--- src/rtl/rr_fifo_arbiter_pkg.sv ---
// Shared constants and state encoding for the round-robin fifo arbiter.
package rr_fifo_arbiter_pkg;

   localparam int NUM_PORTS  = 4;
   localparam int PIPE_DEPTH = 2;

   typedef enum logic [1:0] {
      IDLE   = 2'd0,
      ACTIVE = 2'd1,
      PAUSE  = 2'd2
   } arb_state_t;

endpackage

--- src/rtl/rr_pick4.sv ---
// Combinational round-robin selector over four requests.
module rr_pick4 (
   input  logic [3:0] req,
   input  logic [1:0] last,
   output logic [1:0] idx,
   output logic       vld
);

   logic [1:0] p;

   // Scan far-to-near so the nearest port after last wins.
   always_comb begin
      idx = last;
      vld = 1'b0;
      p   = last;
      for (int k = 4; k >= 1; k--) begin
         p = last + 2'(k);
         if (req[p]) begin
            idx = p;
            vld = 1'b1;
         end
      end
   end

endmodule

--- src/rtl/rr_fifo_arbiter.sv ---
// Drains four upstream fifos round-robin into one downstream fifo.
module rr_fifo_arbiter #(
   parameter int DATA_WIDTH = 4,
   parameter int NUM_PORTS  = 4
) (
   input  logic                  clk,
   input  logic                  rst,
   input  logic [NUM_PORTS-1:0]  fifo_empty,
   input  logic [DATA_WIDTH-1:0] fifo_out0,
   input  logic [DATA_WIDTH-1:0] fifo_out1,
   input  logic [DATA_WIDTH-1:0] fifo_out2,
   input  logic [DATA_WIDTH-1:0] fifo_out3,
   input  logic                  down_almost_full,
   input  logic                  down_full,
   output logic [NUM_PORTS-1:0]  rd_en,
   output logic [DATA_WIDTH-1:0] data_out,
   output logic                  wr_en_out,
   output logic [1:0]            grant_idx,
   output logic [1:0]            state,
   output logic [7:0]            xfer_count,
   output logic                  overflow_err
);

   import rr_fifo_arbiter_pkg::*;

   arb_state_t            st;
   logic [1:0]            last_grant;
   logic [1:0]            grant_q;
   logic [1:0]            pick;
   logic [1:0]            sel1;
   logic                  pick_vld;
   logic                  pop;
   logic                  any_req;
   logic [NUM_PORTS-1:0]  req;
   logic [PIPE_DEPTH-1:0] vld;
   logic [DATA_WIDTH-1:0] word;

   assign req     = ~fifo_empty;
   assign any_req = |req;

   rr_pick4 u_pick (
      .req  (req),
      .last (last_grant),
      .idx  (pick),
      .vld  (pick_vld)
   );

   assign pop       = pick_vld & ~down_almost_full & ~rst;
   assign grant_idx = pop ? pick : grant_q;
   assign wr_en_out = vld[PIPE_DEPTH-1];
   assign state     = st;

   always_comb begin
      rd_en = '0;
      if (pop) rd_en[pick] = 1'b1;
   end

   always_comb begin
      unique case (sel1)
         2'd0: word = fifo_out0;
         2'd1: word = fifo_out1;
         2'd2: word = fifo_out2;
         2'd3: word = fifo_out3;
      endcase
   end

   always_ff @(posedge clk or posedge rst) begin
      if (rst) begin
         last_grant   <= 2'd3;
         grant_q      <= 2'd0;
         sel1         <= 2'd0;
         vld          <= '0;
         data_out     <= '0;
         xfer_count   <= 8'd0;
         overflow_err <= 1'b0;
         st           <= IDLE;
      end else begin
         grant_q <= grant_idx;
         vld     <= {vld[PIPE_DEPTH-2:0], pop};
         if (pop) begin
            last_grant <= pick;
            sel1       <= pick;
         end
         // Upstream buf_out is valid the cycle after the pop.
         if (vld[0]) data_out <= word;
         if (wr_en_out) xfer_count <= xfer_count + 8'd1;
         if (wr_en_out && down_full) overflow_err <= 1'b1;
         if (down_almost_full) st <= PAUSE;
         else if (any_req)     st <= ACTIVE;
         else                  st <= IDLE;
      end
   end

endmodule

--- config.mk ---
export PLATFORM = sky130hd
export DESIGN_NAME = rr_fifo_arbiter
export DESIGN_NICKNAME = d
export VERILOG_FILES = /design/src/rtl/rr_fifo_arbiter_pkg.sv /design/src/rtl/rr_pick4.sv /design/src/rtl/rr_fifo_arbiter.sv
export SDC_FILE = /design/constraint.sdc
export NUM_CORES = 1
export LEC_CHECK = 0
export BUFFER_PORTS_ARGS = -buffer_cell sky130_fd_sc_hd__buf_4
export CORE_ASPECT_RATIO = 0.75
export CORE_UTILIZATION = 41
export DETAILED_ROUTE_END_ITERATION = 12
export PLACE_DENSITY = 0.7
export SYNTH_ARGS = -nofsm -noshare
export SYNTH_HDL_FRONTEND = slang
export SYNTH_SLANG_ARGS = --single-unit
--- constraint.sdc ---
create_clock -name clk -period 2 [get_ports clk]
set_input_delay 0.1 -clock clk [delete_from_list [all_inputs] [get_ports clk]]
set_output_delay 0.1 -clock clk [all_outputs]
set_load 0.005 [all_outputs]
# ---- After elaboration in Yosys (flattened, before gate mapping)
# Index checks and enable logic that the tools add are counted.
dict set report classes {
  bitwise 5
  addsub 4
  reduce_logical 4
  n_eq_ne 3
  muxes 22
  order_cmp 6
}
# operator n
set op_table {}
lappend op_table {{4-bit case mux with 4 select lines} 1}
lappend op_table {{2-bit by 3-bit < comparator with 1-bit output, second input constant} 5}
lappend op_table {{1-bit two-way mux} 10}
lappend op_table {{2-bit two-way mux} 5}
lappend op_table {{8-bit by 1-bit adder with 8-bit output, second input constant} 1}
lappend op_table {{1-bit binary-select mux with 2-bit select} 4}
lappend op_table {{2-bit adder, second input constant} 2}
lappend op_table {{2-bit equality test, second input constant} 2}
lappend op_table {{4-bit two-way mux} 1}
lappend op_table {{4-bit NOT} 1}
lappend op_table {{4-bit OR reduction} 1}
lappend op_table {{2-bit by 1-bit adder with 2-bit output, second input constant} 1}
lappend op_table {{1-bit bitwise AND} 2}
lappend op_table {{1-bit demux with 2-bit select} 1}
lappend op_table {{2-bit by 1-bit equality test with 1-bit output, second input constant} 1}
lappend op_table {{2-bit by 1-bit greater-or-equal comparator with 1-bit output, second input constant} 1}
lappend op_table {{1-bit logical AND} 2}
lappend op_table {{2-bit logical NOT} 1}
lappend op_table {{1-bit NOT} 2}
dict set report word_totals {
  regBits 23
  out_inout_bits 22
}

# ---- Depth between registers and ports, before layout
dict set report depth {
  ltp_word 11
  mapped_depth 5
  ltp_nobuf 4
}

# ---- Cells and area by module
# A second synthesis with hierarchy kept.
dict set report unflattened {
  cells_unflattened 103
  hier_area_um2 1107.3
}
# module cells_per_inst instances area_per_inst_um2
set by_module_without_submodules {}
lappend by_module_without_submodules {rr_fifo_arbiter 89 1 1024.7}
lappend by_module_without_submodules {rr_pick4 14 1 82.6}

# ---- Worst setup path after synthesis
# OpenSTA, ideal clock, no wires.
dict set report synth_timing {
  kind {flip-flop to output port}
  start {register last_grant[1]}
  end {output port rd_en[0]}
  required_time_ps 1900
  path_stages_with_launch 5
  path_slack_ps 408
  path_buffers 0
  t_arrival_ps 1492
  cell_sequence {dfstp_2 > and2b_2 > a2111oi_0 > or2_2 > nor2b_2}
}
dict set report synth_via {
  elab_chain_cells 11
  word_cells_on_any_way 26
  cone_classes {add/sub: 3; order compare: 2; mux: 18; bitwise: 2; reduce/logical: 1}
}
# element line
set synth_rtl {}
lappend synth_rtl {{start, declared} rr_fifo_arbiter.sv:27} ;# logic [1:0] last_grant;
lappend synth_rtl {{start signal, assigned} rr_fifo_arbiter.sv:81} ;# last_grant <= pick;
lappend synth_rtl {{2-bit adder} rr_pick4.sv:17} ;# p = last + 2'(k);
lappend synth_rtl {{1-bit binary-select mux with 2-bit select} rr_pick4.sv:18} ;# if (req[p]) begin
lappend synth_rtl {{1-bit two-way mux (implied by the code)} rr_pick4.sv:18}
lappend synth_rtl {{2-bit two-way mux (3 in a row)} rr_pick4.sv:18}
lappend synth_rtl {{2-bit by 3-bit < comparator with 1-bit output (implied by the code) / 2-bit by 1-bit greater-or-equal comparator with 1-bit output (equally long branches)} rr_fifo_arbiter.sv:55} ;# if (pop) rd_en[pick] = 1'b1;
lappend synth_rtl {{1-bit logical AND (implied by the code)} rr_fifo_arbiter.sv:55}
lappend synth_rtl {{1-bit two-way mux (implied by the code)} rr_fifo_arbiter.sv:55}
lappend synth_rtl {{1-bit demux with 2-bit select} rr_fifo_arbiter.sv:55}
lappend synth_rtl {{4-bit two-way mux *} rr_fifo_arbiter.sv:55}
lappend synth_rtl {{end, declared} rr_fifo_arbiter.sv:15} ;# output logic [NUM_PORTS-1:0] rd_en,
# Every way passes the cells marked *; elsewhere a longest branch is shown, timed or not. The select of a mux whose other input is x is not followed.

# ---- Worst setup path after layout
dict set report layout_timing {
  start {register last_grant[1]}
  end {output port grant_idx[0]}
}
dict set report layout_via {
  elab_chain_cells 9
  word_cells_on_any_way 21
  cone_classes {add/sub: 3; mux: 16; bitwise: 2}
}
# element line
set layout_rtl {}
lappend layout_rtl {{2-bit adder / 1-bit binary-select mux with 2-bit select (equally long branches)} {rr_pick4.sv:17, rr_pick4.sv:18}}
lappend layout_rtl {{1-bit binary-select mux with 2-bit select / 1-bit two-way mux (equally long branches)} rr_pick4.sv:18}
lappend layout_rtl {{1-bit two-way mux (implied by the code)} rr_pick4.sv:18}
lappend layout_rtl {{1-bit two-way mux (3 in a row)} rr_pick4.sv:18}
lappend layout_rtl {{1-bit bitwise AND (2 in a row)} rr_fifo_arbiter.sv:48} ;# assign pop = pick_vld & ~down_almost_full & ~rst;
lappend layout_rtl {{2-bit two-way mux *} rr_fifo_arbiter.sv:49} ;# assign grant_idx = pop ? pick : grant_q;
lappend layout_rtl {{end, declared} rr_fifo_arbiter.sv:18} ;# output logic [1:0] grant_idx,
# Marks and branches as above.

==> impl_metrics.ini <==
[timing]
fmax_mhz = 489
final.period_utilization = 1.02
hold_viol_final = 0
tightest_slew_ns = 0.304
setup_viol = 3
slew_viol_final = 0
slew_headroom = 0.797
finClkSkew_ns = 0.00683
rsz0062_at_grt = true
setup_slack_ns = -0.0445
period_minus_slack_ns = 2.04
finalHoldWorstSlack_ns = 0.0642

[job]
maxCapViolations = 0

[grt]
grt.overflow.total = 0
antenna_found_initial = 0
grt_max_degree = 19
grt_util_all_layers = 0.176
grt_first_pass_wirelength_mm = 3.46
grt_pass1_vias = 752

[floorplanning]
placement_rows = 15
start_util = 0.453
ios = 46
dieArea_um2 = 2860
die_x_um = 61.5
coreArea_um2 = 2400
die_y_um = 46.6

[worst_setup_path]
reg2reg_slack_ns = 0.28
crit_chain = mux2_1 > nor2_1 > or4b_4 > o21a_1 > buf_4
crit_family = simple AND/OR/NAND/NOR gates
crit_required_ns = 1.90
crit_arrival_ns = 1.94
crit_fanout = 6
cpPeakStageDelay_ns = 0.59
cp_slowest_cell = dfstp_2
critPathKind = reg -> out
crit_buf_inv = 1
end_kind = output pin
startpoint_type = flip-flop

[clocking]
root_buffer = clkbuf_4
cts_tree = done
clock_path_buffers = 2
clock_latency_ns = 0.31
numCtsBuffers = 3
ctsHtreeMaxLevel = 1
clock_sinks = 23
clkTransAtPathRegs_ns = 0.12

[yosys]
syn_area_um2 = 1090
synthCells = 82
ys_warn_count = 0
synthesis.nets = 107
seq_area_frac_synth = 0.532
avgSynthCellArea_um2 = 13.3
ys_async_sr_fraction = 1.00
post_synth_main_area_contributors = dfrtp_1, mux4_2, mux2_2
synth_seq_cells = 23
synth.distinct_cells = 32
synth_top_area_frac = 0.483
synth-edff-count = 0
synthMostInstantiatedCell = dfrtp_1
ys.flop_type = dfrtp_1
synth_common_cells = dfrtp_1, o21a_1, mux2_2
synth_top_area_cell = dfrtp_1

[placement]
io_buffers = 45
pre_cts_slack_ns = 0.110
dp_hpwl_mm = 1.72
place_congestion = 0.761

[routing]
detailroute.via_count = 827
wl_mm = 2.38
dr.pass1.iters = 2
via_per_inst = 4.86
drc = 0
antenna_left = 0
wire_per_inst_um = 14.0
drt_iter0_drc = 7

[power_and_ir_drop]
ir_drop_uv = 518
pwr-share-clk = 0.140
swShare = 0.310
cell_internal_pwr_mw = 1.03
p_per_area_nw_per_um2 = 951
seqPwrFrac = 0.496
leakage_nw = 0.740
power_mw = 1.50
power_frac_comb = 0.364
switchingPower_mw = 0.464

[run_status]
status = complete, but fails checks
violations = setup timing

[cells_and_area]
final_nets = 162
drive_gt1_frac = 0.544
n_antenna_cell = 0
syn2layout_area_growth_pct = 44.9
nFillCells = 214

[worst_hold_path]
holdCritPathClass = in -> reg
-- path summary, 6_finish.rpt --
check	start	to	cells after the start
setup / recovery	last_grant[1]	grant_idx[0]	5
hold / removal	down_almost_full	state[0]	3
setup reg to reg	last_grant[1]	grant_q[0]	5
hold reg to reg	overflow_err	overflow_err	1
max in group asynchronous	rst	last_grant[1]	4
min in group asynchronous	rst	data_out[0]	3
-- worst min-delay path, delay by kind of cell --
kind / cells / cell delay, ns
buf+inv: 2 / 0.13
compound gates: 1 / 0.12
-- sequential cells by signal (all words and copies together), names as in the netlist --
signal        flops
state             2
data_out          4
last_grant        2
vld               2
overflow_err      1
xfer_count        8
grant_q           2
sel1              2
-- cell usage in the layout, fill, tap and decap left out, types with 2 or more instances in the layout --
cell           instances
buf_4                 49
clkbuf_4               3
dfrtp_1               21
dfstp_2                2
dlygate4sd3_1          3
inv_1                  3
mux2_2                 5
mux4_2                 4
nand2_1                3
nand3_1                3
nand4_1                2
nor2_1                 4
o21a_1                 6
xnor2_1                4
xor2_1                 3
-- metal layers --
metal  vias up  part of all wire  global-route usage
li1        407                 -                   -
met1       396              0.45               0.245
met2        24              0.49               0.272
met3         0             0.060              0.0618
met4         0                 0              0.0267
met5         -                 0                   0
-- timing repair --
item                       in CTS  in global routing
hold buffers                    3                  0
setup endpoints to repair       6                  6
setup buffers                   1                  2
hold endpoints to repair        8                  0
gates resized for setup         2                  4
pin swaps                       1                  2
-- final cells by class --
class | instances | area (µm²) | share of cell area
Sequential cell | 23 | 578 | 0.367
Inverter | 3 | 11.3 | 0.00715
Clock inverter | 1 | 5.00 | 0.00318
Timing Repair Buffer | 52 | 398 | 0.253
Clock buffer | 3 | 22.5 | 0.0143
Multi-Input combinational cell | 54 | 518 | 0.329
Tap cell | 34 | 42.5 | 0.0270
-- kinds of logic (layout without fill, tap and decap cells) --
| family | count (synthesis) | count (layout) | synth area share |
|---|---|---|---|
| AOI/OAI and AO/OA | 11 | 11 | 0.0875 |
| DFF | 23 | 23 | 0.532 |
| xor gates and xnor gates | 7 | 7 | 0.0564 |
| and+or+nand+nor | 25 | 25 | 0.151 |
| muxes | 10 | 10 | 0.145 |
| buffers and inverters | 5 | 59 | 0.0173 |
| adders and majority gates | 1 | 1 | 0.0115 |
-- through the flow --
| step | instance area (µm²) | TNS [ns] | utilization | std cells |
|---|---|---|---|---|
| 6_report | 1580 | -0.0854 | 0.656 | 170 |
| 3_3_place_gp | 1470 | 0 | 0.611 | 160 |
| 4_1_cts | 1540 | -0.0367 | 0.641 | 168 |
| 3_5_place_dp | 1470 | 0 | 0.611 | 160 |
| 5_1_grt | 1580 | -0.425 | 0.656 | 170 |
| 2_1_floorplan | 1090 | 0 | - | 82 |
-- power groups by stage --
stage          clock, mW  sequential [mW]  combinational [mW]
2_1_floorplan          0            0.715               0.266
3_3_place_gp           0            0.746               0.490
3_5_place_dp           0            0.755               0.497
4_1_cts            0.218            0.743               0.522
5_1_grt            0.237            0.763               0.610
6_report           0.210            0.742               0.545
Power figures use the tool's default switching activity.
